### src/rtl/raster_pkg.sv
// Shared types and accelerator register map for the AHB raster master.
package raster_pkg;

  typedef enum logic [1:0] {
    HtransIdle   = 2'b00,
    HtransNonseq = 2'b10
  } htrans_t;

  typedef enum logic [3:0] {
    StIdle,
    StVtx,
    StPxX,
    StPxY,
    StSettle,
    StRd,
    StFbWr,
    StNext,
    StDone
  } state_t;

  // Byte offsets from the accelerator base; vertices occupy +0..+20.
  localparam logic [31:0] HwaOffX      = 32'd24;
  localparam logic [31:0] HwaOffY      = 32'd28;
  localparam logic [31:0] HwaOffResult = 32'd32;

endpackage

### src/rtl/ahb_master_port.sv
// Single-outstanding AHB-Lite transfer engine: one request in, one ack pulse out.
module ahb_master_port
  import raster_pkg::*;
(
  input  logic        HCLK,
  input  logic        HRESET,
  input  logic        req,
  input  logic [31:0] addr,
  input  logic [31:0] wdata,
  input  logic        write,
  output logic        ack,
  output logic [31:0] rdata,
  output logic [31:0] HADDR,
  output logic [1:0]  HTRANS,
  output logic        HWRITE,
  output logic [31:0] HWDATA,
  input  logic [31:0] HRDATA,
  input  logic        HREADY
);

  typedef enum logic [1:0] {PhIdle, PhAddr, PhData} phase_t;

  phase_t      phase_q, phase_d;
  logic [31:0] haddr_q, haddr_d;
  logic [31:0] hwdata_q, hwdata_d;
  logic        hwrite_q, hwrite_d;

  always_comb begin
    phase_d  = phase_q;
    haddr_d  = haddr_q;
    hwdata_d = hwdata_q;
    hwrite_d = hwrite_q;
    ack      = 1'b0;
    unique case (phase_q)
      PhIdle: begin
        if (req) begin
          phase_d  = PhAddr;
          haddr_d  = addr;
          hwrite_d = write;
          hwdata_d = write ? wdata : '0;
        end
      end
      PhAddr: if (HREADY) phase_d = PhData;
      PhData: begin
        if (HREADY) begin
          phase_d = PhIdle;
          ack     = 1'b1;
        end
      end
      default: phase_d = PhIdle;
    endcase
  end

  always_ff @(posedge HCLK) begin
    if (HRESET) begin
      phase_q  <= PhIdle;
      haddr_q  <= '0;
      hwdata_q <= '0;
      hwrite_q <= 1'b0;
    end else begin
      phase_q  <= phase_d;
      haddr_q  <= haddr_d;
      hwdata_q <= hwdata_d;
      hwrite_q <= hwrite_d;
    end
  end

  // Only the address phase is NONSEQ, so address and data phases never overlap.
  assign HTRANS = (phase_q == PhAddr) ? HtransNonseq : HtransIdle;
  assign HADDR  = haddr_q;
  assign HWRITE = hwrite_q;
  assign HWDATA = hwdata_q;
  assign rdata  = HRDATA;

endmodule

### src/rtl/ahb_raster_master.sv
// Scan FSM: loads triangle vertices into the accelerator, then tests and paints each box pixel.
module ahb_raster_master
  import raster_pkg::*;
#(
  parameter logic [31:0] HWA_BASE  = 32'h5000_0000,
  parameter logic [31:0] FB_BASE   = 32'h2000_0000,
  parameter int unsigned LOG2_FB_W = 7,
  parameter int unsigned COORD_W   = 16,
  parameter int unsigned SETTLE    = 3
) (
  input  logic                 HCLK,
  input  logic                 HRESET,
  input  logic                 start,
  input  logic [6*COORD_W-1:0] vtx,
  input  logic [COORD_W-1:0]   x_min,
  input  logic [COORD_W-1:0]   x_max,
  input  logic [COORD_W-1:0]   y_min,
  input  logic [COORD_W-1:0]   y_max,
  input  logic [31:0]          colour,
  output logic                 busy,
  output logic                 done,
  output logic [31:0]          pix_count,
  output logic [31:0]          HADDR,
  output logic [1:0]           HTRANS,
  output logic                 HWRITE,
  output logic [2:0]           HSIZE,
  output logic [31:0]          HWDATA,
  input  logic [31:0]          HRDATA,
  input  logic                 HREADY
);

  localparam int unsigned     CntW   = COORD_W + 1;
  localparam logic [CntW-1:0] CntOne = CntW'(1);

  state_t               state_q, state_d;
  logic [2:0]           vcnt_q, vcnt_d;
  logic [7:0]           settle_q, settle_d;
  logic [CntW-1:0]      x_q, x_d, y_q, y_d;
  logic [31:0]          pix_q, pix_d;
  logic [6*COORD_W-1:0] vtx_q;
  logic [COORD_W-1:0]   xmin_q, xmax_q, ymin_q, ymax_q;
  logic [31:0]          colour_q;

  logic        req, ack, write;
  logic [31:0] addr, wdata, rdata, fb_idx;
  logic [CntW-1:0]    x_inc, y_inc;
  logic [COORD_W-1:0] vtx_sel;
  logic        box_empty;
  logic        unused_rdata;

  function automatic logic [31:0] sext(input logic [COORD_W-1:0] c);
    return 32'($signed(c));
  endfunction

  assign vtx_sel   = vtx_q[32'(vcnt_q) * COORD_W +: COORD_W];
  assign x_inc     = x_q + CntOne;
  assign y_inc     = y_q + CntOne;
  assign box_empty = (xmin_q > xmax_q) || (ymin_q > ymax_q);
  assign fb_idx    = (32'(y_q[COORD_W-1:0]) << LOG2_FB_W) + 32'(x_q[COORD_W-1:0]);
  assign unused_rdata = ^rdata[31:1];

  always_comb begin
    state_d  = state_q;
    vcnt_d   = vcnt_q;
    settle_d = settle_q;
    x_d      = x_q;
    y_d      = y_q;
    pix_d    = pix_q;
    req      = 1'b0;
    write    = 1'b1;
    addr     = '0;
    wdata    = '0;
    unique case (state_q)
      StIdle: begin
        if (start) begin
          state_d = StVtx;
          vcnt_d  = '0;
          pix_d   = '0;
        end
      end
      StVtx: begin
        req   = 1'b1;
        addr  = HWA_BASE + {27'd0, vcnt_q, 2'b00};
        wdata = sext(vtx_sel);
        if (ack) begin
          vcnt_d = vcnt_q + 3'd1;
          if (vcnt_q == 3'd5) begin
            x_d     = {1'b0, xmin_q};
            y_d     = {1'b0, ymin_q};
            state_d = box_empty ? StDone : StPxX;
          end
        end
      end
      StPxX: begin
        req   = 1'b1;
        addr  = HWA_BASE + HwaOffX;
        wdata = sext(x_q[COORD_W-1:0]);
        if (ack) state_d = StPxY;
      end
      StPxY: begin
        req   = 1'b1;
        addr  = HWA_BASE + HwaOffY;
        wdata = sext(y_q[COORD_W-1:0]);
        if (ack) begin
          settle_d = '0;
          state_d  = (SETTLE == 0) ? StRd : StSettle;
        end
      end
      StSettle: begin
        settle_d = settle_q + 8'd1;
        if (settle_q == 8'(SETTLE - 1)) state_d = StRd;
      end
      StRd: begin
        req   = 1'b1;
        write = 1'b0;
        addr  = HWA_BASE + HwaOffResult;
        if (ack) state_d = rdata[0] ? StFbWr : StNext;
      end
      StFbWr: begin
        req   = 1'b1;
        addr  = FB_BASE + (fb_idx << 2);
        wdata = colour_q;
        if (ack) begin
          pix_d   = pix_q + 32'd1;
          state_d = StNext;
        end
      end
      StNext: begin
        // Counters are one bit wider than coordinates so x_max at full range still terminates.
        if (x_inc > {1'b0, xmax_q}) begin
          x_d     = {1'b0, xmin_q};
          y_d     = y_inc;
          state_d = (y_inc > {1'b0, ymax_q}) ? StDone : StPxX;
        end else begin
          x_d     = x_inc;
          state_d = StPxX;
        end
      end
      StDone:  state_d = StIdle;
      default: state_d = StIdle;
    endcase
  end

  always_ff @(posedge HCLK) begin
    if (HRESET) begin
      state_q  <= StIdle;
      vcnt_q   <= '0;
      settle_q <= '0;
      x_q      <= '0;
      y_q      <= '0;
      pix_q    <= '0;
      vtx_q    <= '0;
      xmin_q   <= '0;
      xmax_q   <= '0;
      ymin_q   <= '0;
      ymax_q   <= '0;
      colour_q <= '0;
    end else begin
      state_q  <= state_d;
      vcnt_q   <= vcnt_d;
      settle_q <= settle_d;
      x_q      <= x_d;
      y_q      <= y_d;
      pix_q    <= pix_d;
      if (state_q == StIdle && start) begin
        vtx_q    <= vtx;
        xmin_q   <= x_min;
        xmax_q   <= x_max;
        ymin_q   <= y_min;
        ymax_q   <= y_max;
        colour_q <= colour;
      end
    end
  end

  assign busy      = (state_q != StIdle) && (state_q != StDone);
  assign done      = (state_q == StDone);
  assign pix_count = pix_q;
  assign HSIZE     = 3'b010;

  ahb_master_port u_port (
    .HCLK   (HCLK),
    .HRESET (HRESET),
    .req    (req),
    .addr   (addr),
    .wdata  (wdata),
    .write  (write),
    .ack    (ack),
    .rdata  (rdata),
    .HADDR  (HADDR),
    .HTRANS (HTRANS),
    .HWRITE (HWRITE),
    .HWDATA (HWDATA),
    .HRDATA (HRDATA),
    .HREADY (HREADY)
  );

endmodule

### config.mk
export PLATFORM = sky130hd
export DESIGN_NAME = ahb_raster_master
export DESIGN_NICKNAME = d
export VERILOG_FILES = /design/src/rtl/raster_pkg.sv /design/src/rtl/ahb_master_port.sv /design/src/rtl/ahb_raster_master.sv
export SDC_FILE = /design/constraint.sdc
export NUM_CORES = 1
export LEC_CHECK = 0
export CORE_MARGIN = 2
export CORE_UTILIZATION = 52
export CTS_CLUSTER_SIZE = 20
export DETAILED_ROUTE_END_ITERATION = 12
export GPL_TIMING_DRIVEN = 0
export PLACE_DENSITY = 0.87
export SKIP_LAST_GASP = 1
export SLEW_MARGIN = 10
export SYNTH_ARGS = -nofsm -noshare
export SYNTH_HDL_FRONTEND = slang
export SYNTH_SLANG_ARGS = --single-unit
export TNS_END_PERCENT = 20
### constraint.sdc
create_clock -name HCLK -period 4.4 [get_ports HCLK]
set_input_delay 0.44 -clock HCLK [delete_from_list [all_inputs] [get_ports HCLK]]
set_output_delay 0.44 -clock HCLK [all_outputs]
set_load 0.01 [all_outputs]
Word level (Yosys, flattened, before mapping)
Cells that the tools add are included.
{ "totals": {"output_inout_bits": 104, "ff_bits": 340, "in_bits": 228, "elab_cells": 114} }
{ "classes": {"n_reduce_logical": 19, "n_lt_le_gt_ge": 4, "n_shift": 1, "add_sub_neg": 8, "n_mux": 41, "eq_ne": 25} }
{ "ops": {"columns": ["op", "count"], "rows": [
  ["32-bit case mux with 5 select lines", 1],
  ["32-bit case mux with 4 select lines", 1],
  ["17-bit two-way mux", 6],
  ["32-bit two-way mux", 3],
  ["96-bit by 8-bit indexed part select with 16-bit output", 1],
  ["17-bit case mux with 2 select lines", 2],
  ["32-bit case mux with 2 select lines", 1],
  ["4-bit two-way mux", 11],
  ["17-bit by 1-bit adder with 17-bit output, second input constant", 2],
  ["17-bit by 16-bit greater-than comparator with 1-bit output", 2],
  ["31-bit by 5-bit adder with 32-bit output, first input constant", 1],
  ["32-bit by 1-bit adder with 32-bit output, second input constant", 1],
  ["16-bit greater-than comparator", 2],
  ["4-bit case mux with 8 select lines", 1],
  ["30-bit by 26-bit adder with 31-bit output, first input constant", 1],
  ["23-bit by 16-bit adder with 24-bit output", 1],
  ["2-bit != test, second input constant", 12],
  ["4-bit by 3-bit == test with 1-bit output, second input constant", 4],
  ["8-bit case mux with 2 select lines", 1],
  ["3-bit AND reduction", 4],
  ["8-bit by 1-bit adder with 8-bit output, second input constant", 1],
  ["4-bit by 2-bit == test with 1-bit output, second input constant", 2],
  ["8-bit by 2-bit == test with 1-bit output, second input constant", 1],
  ["2-bit two-way mux", 4],
  ["22 further kinds", 32]
]} }

Longest topological paths before layout
Gate-level depths: netlist of run 1.
{ "depth": {"ltp_word": 6, "mapped_depth": 17, "ltp_nobuf": 15} }

By module
From an unflattened synthesis of run 1, not the netlist that was laid out.
{ "hier_totals": {"hier_cells": 2159, "area_unflattened_um2": 17688.2} }
{ "by_module_without_submodules": {"columns": ["module", "seq_area_each_um2", "area_each_um2", "n_inst", "cells_per_inst"], "rows": [
  ["ahb_raster_master", 5465.2, 14302.5, 1, 1828],
  ["ahb_master_port", 1341.3, 3385.7, 1, 331]
]} }

Worst setup path after synthesis of run 1
No wires, ideal clock.
{ "synth_timing": {"kind": "register to register", "from": "register x_q[0]", "to": "register x_q[12]", "arrival_ps": 3557, "n_path_buf": 1, "setup_slack_ps": 716, "required_time_ps": 4272, "period_less_slack_ps": 3684, "setup_ps": 128, "path_stages_with_launch": 17, "path_cell_list": "dfxtp_1 -> ha_1 -> and3_1 -> nand3_1 -> nor2_1 -> nand3_1 -> xnor2_1 -> ha_1 -> a211oi_1 -> o21ai_0 -> a211oi_1 -> a31oi_1 -> nor3_2 -> clkbuf_1 -> mux2_2 -> mux2i_1 -> nor2_1"} }
{ "synth_via": {"elab_chain_len": 4} }
{ "synth_rtl": {"columns": ["item", "line", "text"], "rows": [
  ["from (decl)", "ahb_raster_master.sv:38", "logic [CntW-1:0] x_q, x_d, y_q, y_d;"],
  ["from (signal assigned)", "ahb_raster_master.sv:149", "x_q <= '0;"],
  ["from (signal assigned)", "ahb_raster_master.sv:162", "x_q <= x_d;"],
  ["17-bit by 1-bit adder with 17-bit output (*)", "ahb_raster_master.sv:56", "assign x_inc = x_q + CntOne;"],
  ["17-bit by 16-bit greater-than comparator with 1-bit output", "ahb_raster_master.sv:130", "if (x_inc > {1'b0, xmax_q}) begin"],
  ["17-bit two-way mux (*)", "ahb_raster_master.sv:130", null],
  ["17-bit case mux with 2 select lines (*)", "ahb_raster_master.sv:73", "unique case (state_q)"]
]} }
Every way passes the cells marked *; elsewhere a longest branch is shown, timed or not.
A chain may end at the register's enable or synchronous reset.

Worst setup path in the final report of run 1
{ "layout_timing": {"from": "register x_q[2]", "to": "register x_q[7]"} }
Same word-level chain as after synthesis.

==> results of run 1 <==
==> how the worst min path moves through the flow <==
stage / depth (start not counted) / to
6_report: 2 / vtx_q[83]$_SDFFE_PP0P_
5_1_grt: 3 / vtx_q[48]$_SDFFE_PP0P_
4_1_cts: 3 / vtx_q[32]$_SDFFE_PP0P_
3_5_place_dp: 2 / vtx_q[57]$_SDFFE_PP0P_
3_3_place_gp: 2 / vtx_q[90]$_SDFFE_PP0P_
2_1_floorplan: 2 / vtx_q[80]$_SDFFE_PP0P_
==> final cells by class <==
class | count | area, um^2
repair buffers | 291 | 2910
inverters | 47 | 176
multi-input cells | 1548 | 8950
clock inverters | 21 | 269
fillers | 2523 | 10200
clock buffers | 44 | 991
plain buffers | 153 | 647
flip-flops and latches | 334 | 6690
well taps | 402 | 503
==> tightest hold or removal path, cell delays in order (launching register included) <==
cell     delay, ps
dfxtp_1        310
nand2_1         50
a21oi_1         50
==> placed cells by master, fill, tap and decap left out, drive strengths merged, types with 5 or more instances in the layout <==
cell type,count
a211oi,12
a21o,11
a21oi,310
a22o,11
a22oi,47
a31o,5
a31oi,10
and2,8
and3,20
buf,35
bufinv,5
clkbuf,163
clkdlybuf4s50,290
clkinv,8
clkinvlp,8
conb,9
dfxtp,334
ha,80
inv,47
mux2,22
mux2i,24
mux4,16
nand2,494
nand2b,10
nand3,42
nand3b,9
nand4,18
nor2,172
nor2b,12
nor3,20
nor3b,5
o21a,6
o21ai,33
o22ai,18
o41ai,7
or3,11
xnor2,36
xor2,35
==> metal layers <==
metal	track usage, %	wire length (um)	part of all wire [%]
met1	39.3	21400	39
met2	54.7	25600	47
met3	5.82	4920	9.1
met4	14.3	2440	4.5
met5	0	0	0
==> through the flow <==
step	hold slack, ps	worst slack (ps)	utilization (%)	power [uW]	instance area, um^2
after detailed placement	445	-434	63.3	6800	19800
final	456	175	67.5	10100	21100
after global placement	438	-313	63.3	6690	19800
after global routing	459	19.5	67.5	10500	21100
after floorplan	433	716	-	5670	16400
after CTS	452	48.4	67.4	9970	21100
==> repair_timing <==
item                                    4_1_cts  5_1_grt
endpoints found under the setup margin       30       33
buffers inserted                              1        0
pin swaps                                     1        1
resized for setup                             7        6
==> cells by family after synthesis <==
family	share of synthesized area, %
compound gates	17.3
buf+inv	4.98
other cells	0.0458
fa+ha+maj	6.23
flops	40.8
xor+xnor	3.84
simple gates	21.7
mux	5.17
==> power groups by stage <==
stage | sequential (uW) | combinational [uW] | clock [uW]
2_1_floorplan | 3640 | 2030 | 0
3_3_place_gp | 3720 | 2980 | 0
3_5_place_dp | 3740 | 3070 | 0
4_1_cts | 3670 | 3090 | 3210
5_1_grt | 3720 | 3450 | 3340
6_report | 3690 | 3160 | 3200
==> sequential cells by signal (all words and copies together), names as in the netlist <==
signal / cells
vtx_q: 96
colour_q: 32
pix_count: 32
u_port.HWDATA: 32
u_port.HADDR: 26
x_q: 17
y_q: 17
xmax_q: 16
xmin_q: 16
ymax_q: 16
ymin_q: 16
settle_q: 8
state_q: 4
vcnt_q: 3
u_port.phase_q: 2
u_port.HWRITE: 1
==> results_dict.tcl, run 1 <==
set metrics [dict create \
    r2r_start "x_q[2]$_SDFFE_PP0P_" \
    min-delay-start "vtx_q[83]$_SDFFE_PP0P_" \
    area_growth_syn_to_layout_pct 28.9 \
    slew_violations 0 \
    dieHeight_um 182 \
    antenna_found_initial 1 \
    synth.largest_area_cell "dfxtp_1" \
    cts_buffer_depth 3 \
    worstMarginPinSlew_ps 991 \
    drtIter0Drc 1387 \
    power.density_nw_per_um2 476 \
    endpoint "x_q[7]$_SDFFE_PP0P_" \
    synthCells 2075 \
    rsz0062_at_grt "no" \
    worstSetupPathType "reg2reg" \
    vias_per_cell 5.80 \
    post_drt_wl_per_cell_um 19.1 \
    switching_share_pct 35.7 \
    drc 0 \
    synthTopCellsByArea "dfxtp_1 (41%), nand2_1 (11%), a21oi_1 (9.5%), ha_1 (6.1%), nor2_1 (3.9%)" \
    die_area_um2 33000 \
    seq_power_share_pct 36.7 \
    skew_ps 20.5 \
    ios 332 \
    pwr-share-clk_pct 31.8 \
    clkSlewWorstSetupHoldPaths_ps 60 \
    r2r-end "x_q[7]$_SDFFE_PP0P_" \
    hp-class "reg2reg" \
    cts_root_buf "clkbuf_16" \
    wirelength_mm 54.3 \
    core_area_um2 31300 \
    p_sw_uw 3590 \
    numCtsBuffers 36 \
    grt_pass1_wl_mm 84.1 \
    power_frac_comb_pct 31.4 \
    synth_area_um2 16400 \
    yosysSeqAreaShare_pct 40.8 \
    grt_max_degree 16 \
    p_leak_uw 0.00788 \
    htree_levels 2 \
    cap_violations 0 \
    fmax_ghz 0.237 \
    cp-startpoint "x_q[2]$_SDFFE_PP0P_" \
    critPathArrivalTime_ps 4670 \
    critPathSlowestCell "nor3_2" \
    cts_tree "yes" \
    cp-end-kind "register" \
    final_net_count 2720 \
    dr.pass1.iters 6 \
    vias 16500 \
    port-buffer-count 290 \
    post-route-period-util_pct 96.0 \
    start_util_pct 52.4 \
    min_period_ps 4230 \
    synth_common_cells "nand2_1 (494), dfxtp_1 (334), a21oi_1 (310)" \
    ys_warn_count 0 \
    status "complete, no violations" \
    synth_most_common_cell "nand2_1" \
    reg2regPathDepth 14 \
    postCtsHoldBufs 0 \
    setup_violations 0 \
    drive_above_1_share_pct 6.07 \
    instances_no_fill 2840 \
    clock_latency_ps 530 \
    row_count 65 \
    clock-sinks 334 \
    async_flop_share_pct 0 \
    dp.cells 2774 \
    critical_path_buf_inv_count 1 \
    hold_viol 0 \
    max-vdd-ir-drop_uv 323 \
    relSlewSlack_pct 33.3 \
    ff2ff_setup_slack_ps 170 \
    cp_top_family "simple AND/OR/NAND/NOR gates" \
    ys_types 68 \
    worst-path-stages 14 \
    ant_nets 0 \
    die_x_um 182 \
    grt_use_total_pct 32.0 \
    antenna_cells 0 \
    globalplace.congestion 0.970 \
    grt_pass1_vias 16200 \
    yosys_most_used_dff "dfxtp_1" \
    grt_overflow 0 \
    power.internal_uw 6460 \
    synth_top_area_share_pct 40.8 \
    crit_chain "nand3_1 -> nor3_2 -> nand3_1 -> xnor2_1 -> ha_1 -> nand4_1 -> nor3_1 -> nand2_1 -> a31oi_2 -> nor3_4 -> nor2_1 -> clkbuf_2 -> nand2_1 -> a21oi_1" \
    crit_path_start_kind "register" \
    crit_required_ps 4840 \
    slowest_delay_ps 520 \
    synth_edf_count 0 \
    setup-tns-final_ps 0 \
    syn_area_per_cell_um2 7.90 \
    path_max_fanout 10 \
    ys_ff_latch 334 \
    dp_hpwl_mm 41.8 \
]
(Power assumes the default switching activity.)
==> run 2: changes to the inputs <==
--- a/config.mk
+++ b/config.mk
@@ -7,6 +7,7 @@
 export LEC_CHECK = 0
 export CORE_MARGIN = 2
 export CORE_UTILIZATION = 52
+export CTS_CLUSTER_DIAMETER = 200
 export CTS_CLUSTER_SIZE = 20
 export DETAILED_ROUTE_END_ITERATION = 12
 export GPL_TIMING_DRIVEN = 0
==> run 2 against run 1 <==
- first-iteration DRC count decreased by 8.0%
- highest routed layer unchanged
- worst setup slack got worse by 69 ps
- clock power decreased by 43%
- total power down 14%
- global-route usage is 0.82 points lower
- largest cell class unchanged
- combinational power is essentially flat
==> results_dict.tcl, run 2 (same netlist as run 1, synthesis figures left out) <==
set metrics [dict create \
    setup-tns-final_ps 0 \
    dpl-instance-area_um2 19800 \
    grt_pass1_vias 15800 \
    final_area_um2 20400 \
    layout_commonest_cell "nand2_1" \
    hp-class "in2reg" \
    instances_no_fill 2797 \
    critPathArrivalTime_ps 4760 \
    p_total_uw 8660 \
    core_area_um2 31300 \
    power.internal_uw 5370 \
    port-buffer-count 290 \
    dieHeight_um 182 \
    clock-sinks 334 \
    critPathSlowestCell "nor3_2" \
    ios 332 \
    pwr-share-clk_pct 21.1 \
    seq_power_share_pct 42.5 \
    slew_violations 0 \
    worstSetupPathType "reg2reg" \
    skew_ps 21.7 \
    antenna_found_initial 1 \
    globalplace.congestion 0.970 \
    dp_hpwl_mm 41.8 \
    cap_violations 0 \
    worstMarginPinSlew_ps 981 \
    clock_latency_ps 540 \
    slowest_delay_ps 540 \
    drive_above_1_share_pct 4.47 \
    start_util_pct 52.4 \
    path_max_fanout 10 \
    min_period_ps 4290 \
    htree_levels 1 \
    post_drt_wl_per_cell_um 19.1 \
    clkSlewWorstSetupHoldPaths_ps 90 \
    post-route-period-util_pct 97.6 \
    grt_max_degree 21 \
    cp-end-kind "register" \
    crit_path_start_kind "register" \
    vias 16300 \
    dr.pass1.iters 6 \
    ant_nets 0 \
    cts_tree "yes" \
    crit_chain "nand3_1 -> nor3_2 -> nand3_1 -> xnor2_1 -> ha_1 -> nand4_1 -> nor3_1 -> nand2_1 -> a31oi_2 -> nor3_4 -> nor2_1 -> clkbuf_2 -> nand2_1 -> a21oi_1" \
    area_growth_syn_to_layout_pct 24.4 \
    max-vdd-ir-drop_uv 362 \
    drc 0 \
    dp.cells 2774 \
    relSlewSlack_pct 34.0 \
    final_net_count 2704 \
    die_x_um 182 \
    switching_share_pct 38.1 \
    p_leak_uw 0.00755 \
    crit_required_ps 4870 \
    antenna_cells 0 \
    cp_top_family "simple AND/OR/NAND/NOR gates" \
    cts_root_buf "clkbuf_16" \
    drtIter0Drc 1276 \
    grt_use_total_pct 31.2 \
    critical_path_buf_inv_count 1 \
    die_area_um2 33000 \
    row_count 65 \
    wirelength_mm 53.3 \
    rsz0062_at_grt "no" \
    setup_violations 0 \
    status "complete, no violations" \
    grt_overflow 0 \
    final_cell_mix "nand2_1 (494), dfxtp_1 (333), a21oi_1 (310)" \
    cts_buffer_depth 3 \
    power_frac_comb_pct 36.4 \
    hold_viol 0 \
    largest_reg_flops 96 \
    top_register "vtx_q" \
    vias_per_cell 5.83 \
    fmax_ghz 0.233 \
    p_sw_uw 3300 \
    power.density_nw_per_um2 425 \
    grt_pass1_wl_mm 82.1 \
    numCtsBuffers 20 \
]
## run 2: final timing paths
path,endpoint,cells past startpoint,slack [ps],startpoint
worst max-delay path,x_q[7]$_SDFFE_PP0P_,14,110,x_q[2]$_SDFFE_PP0P_
worst min-delay path,xmax_q[6]$_SDFFE_PP0P_,3,440,x_max[6]
worst max register to register,x_q[7]$_SDFFE_PP0P_,14,110,x_q[2]$_SDFFE_PP0P_
worst min register to register,vtx_q[90]$_SDFFE_PP0P_,2,460,vtx_q[90]$_SDFFE_PP0P_
## run 2: final cells by class
| class | count | area (um^2) |
|---|---|---|
| fillers | 2640 | 10900 |
| multi-input cells | 1548 | 8950 |
| flip-flops and latches | 334 | 6690 |
| repair buffers | 291 | 2910 |
| plain buffers | 153 | 647 |
| well taps | 402 | 503 |
| clock buffers | 20 | 500 |
| inverters | 47 | 176 |
| clock inverters | 2 | 25.0 |
## run 2: metal layers
layer / part of all wire [%] / routed length [um] / vias to the layer above / GRT usage, %
met2: 46 / 24600 / 839 / 52.6
met5: 0 / 0 / - / 0
met4: 4.8 / 2560 / 0 / 13.7
met3: 9.2 / 4930 / 163 / 5.76
met1: 40 / 21200 / 7604 / 39.0
li1: - / - / 7695 / -
## run 2: worst reg2reg max path: cells and delay by family, from the launching register on
family	cells	cell delay (ps)
buf+inv	1	370
fa+ha+maj	1	310
simple gates	9	2210
flops	1	520
compound gates	2	610
xor+xnor	1	190
## run 2: power groups by stage
stage          logic, uW  clock network, uW  registers [uW]
6_report            3150               1830            3680
5_1_grt             3450               1950            3720
4_1_cts             3090               1840            3670
3_5_place_dp        3070                  0            3740
3_3_place_gp        2980                  0            3720
2_1_floorplan       2030                  0            3640
## run 2: timing repair
| action | 4_1_cts | 5_1_grt |
|---|---|---|
| setup buffers | 1 | 0 |
| pin swaps | 1 | 1 |
| gates cloned | 0 | 0 |
| hold buffers | 0 | 0 |
| setup endpoints to repair | 30 | 33 |
| resized for setup | 7 | 7 |
## run 2: per-stage QoR
stage	setup slack (ps)	util (%)	hold slack (ps)
floorplan	716	-	433
global placement	-313	63.3	438
detailed placement	-434	63.3	445
CTS	51.0	65.1	430
global route	4.43	65.1	452
finish	106	65.1	440
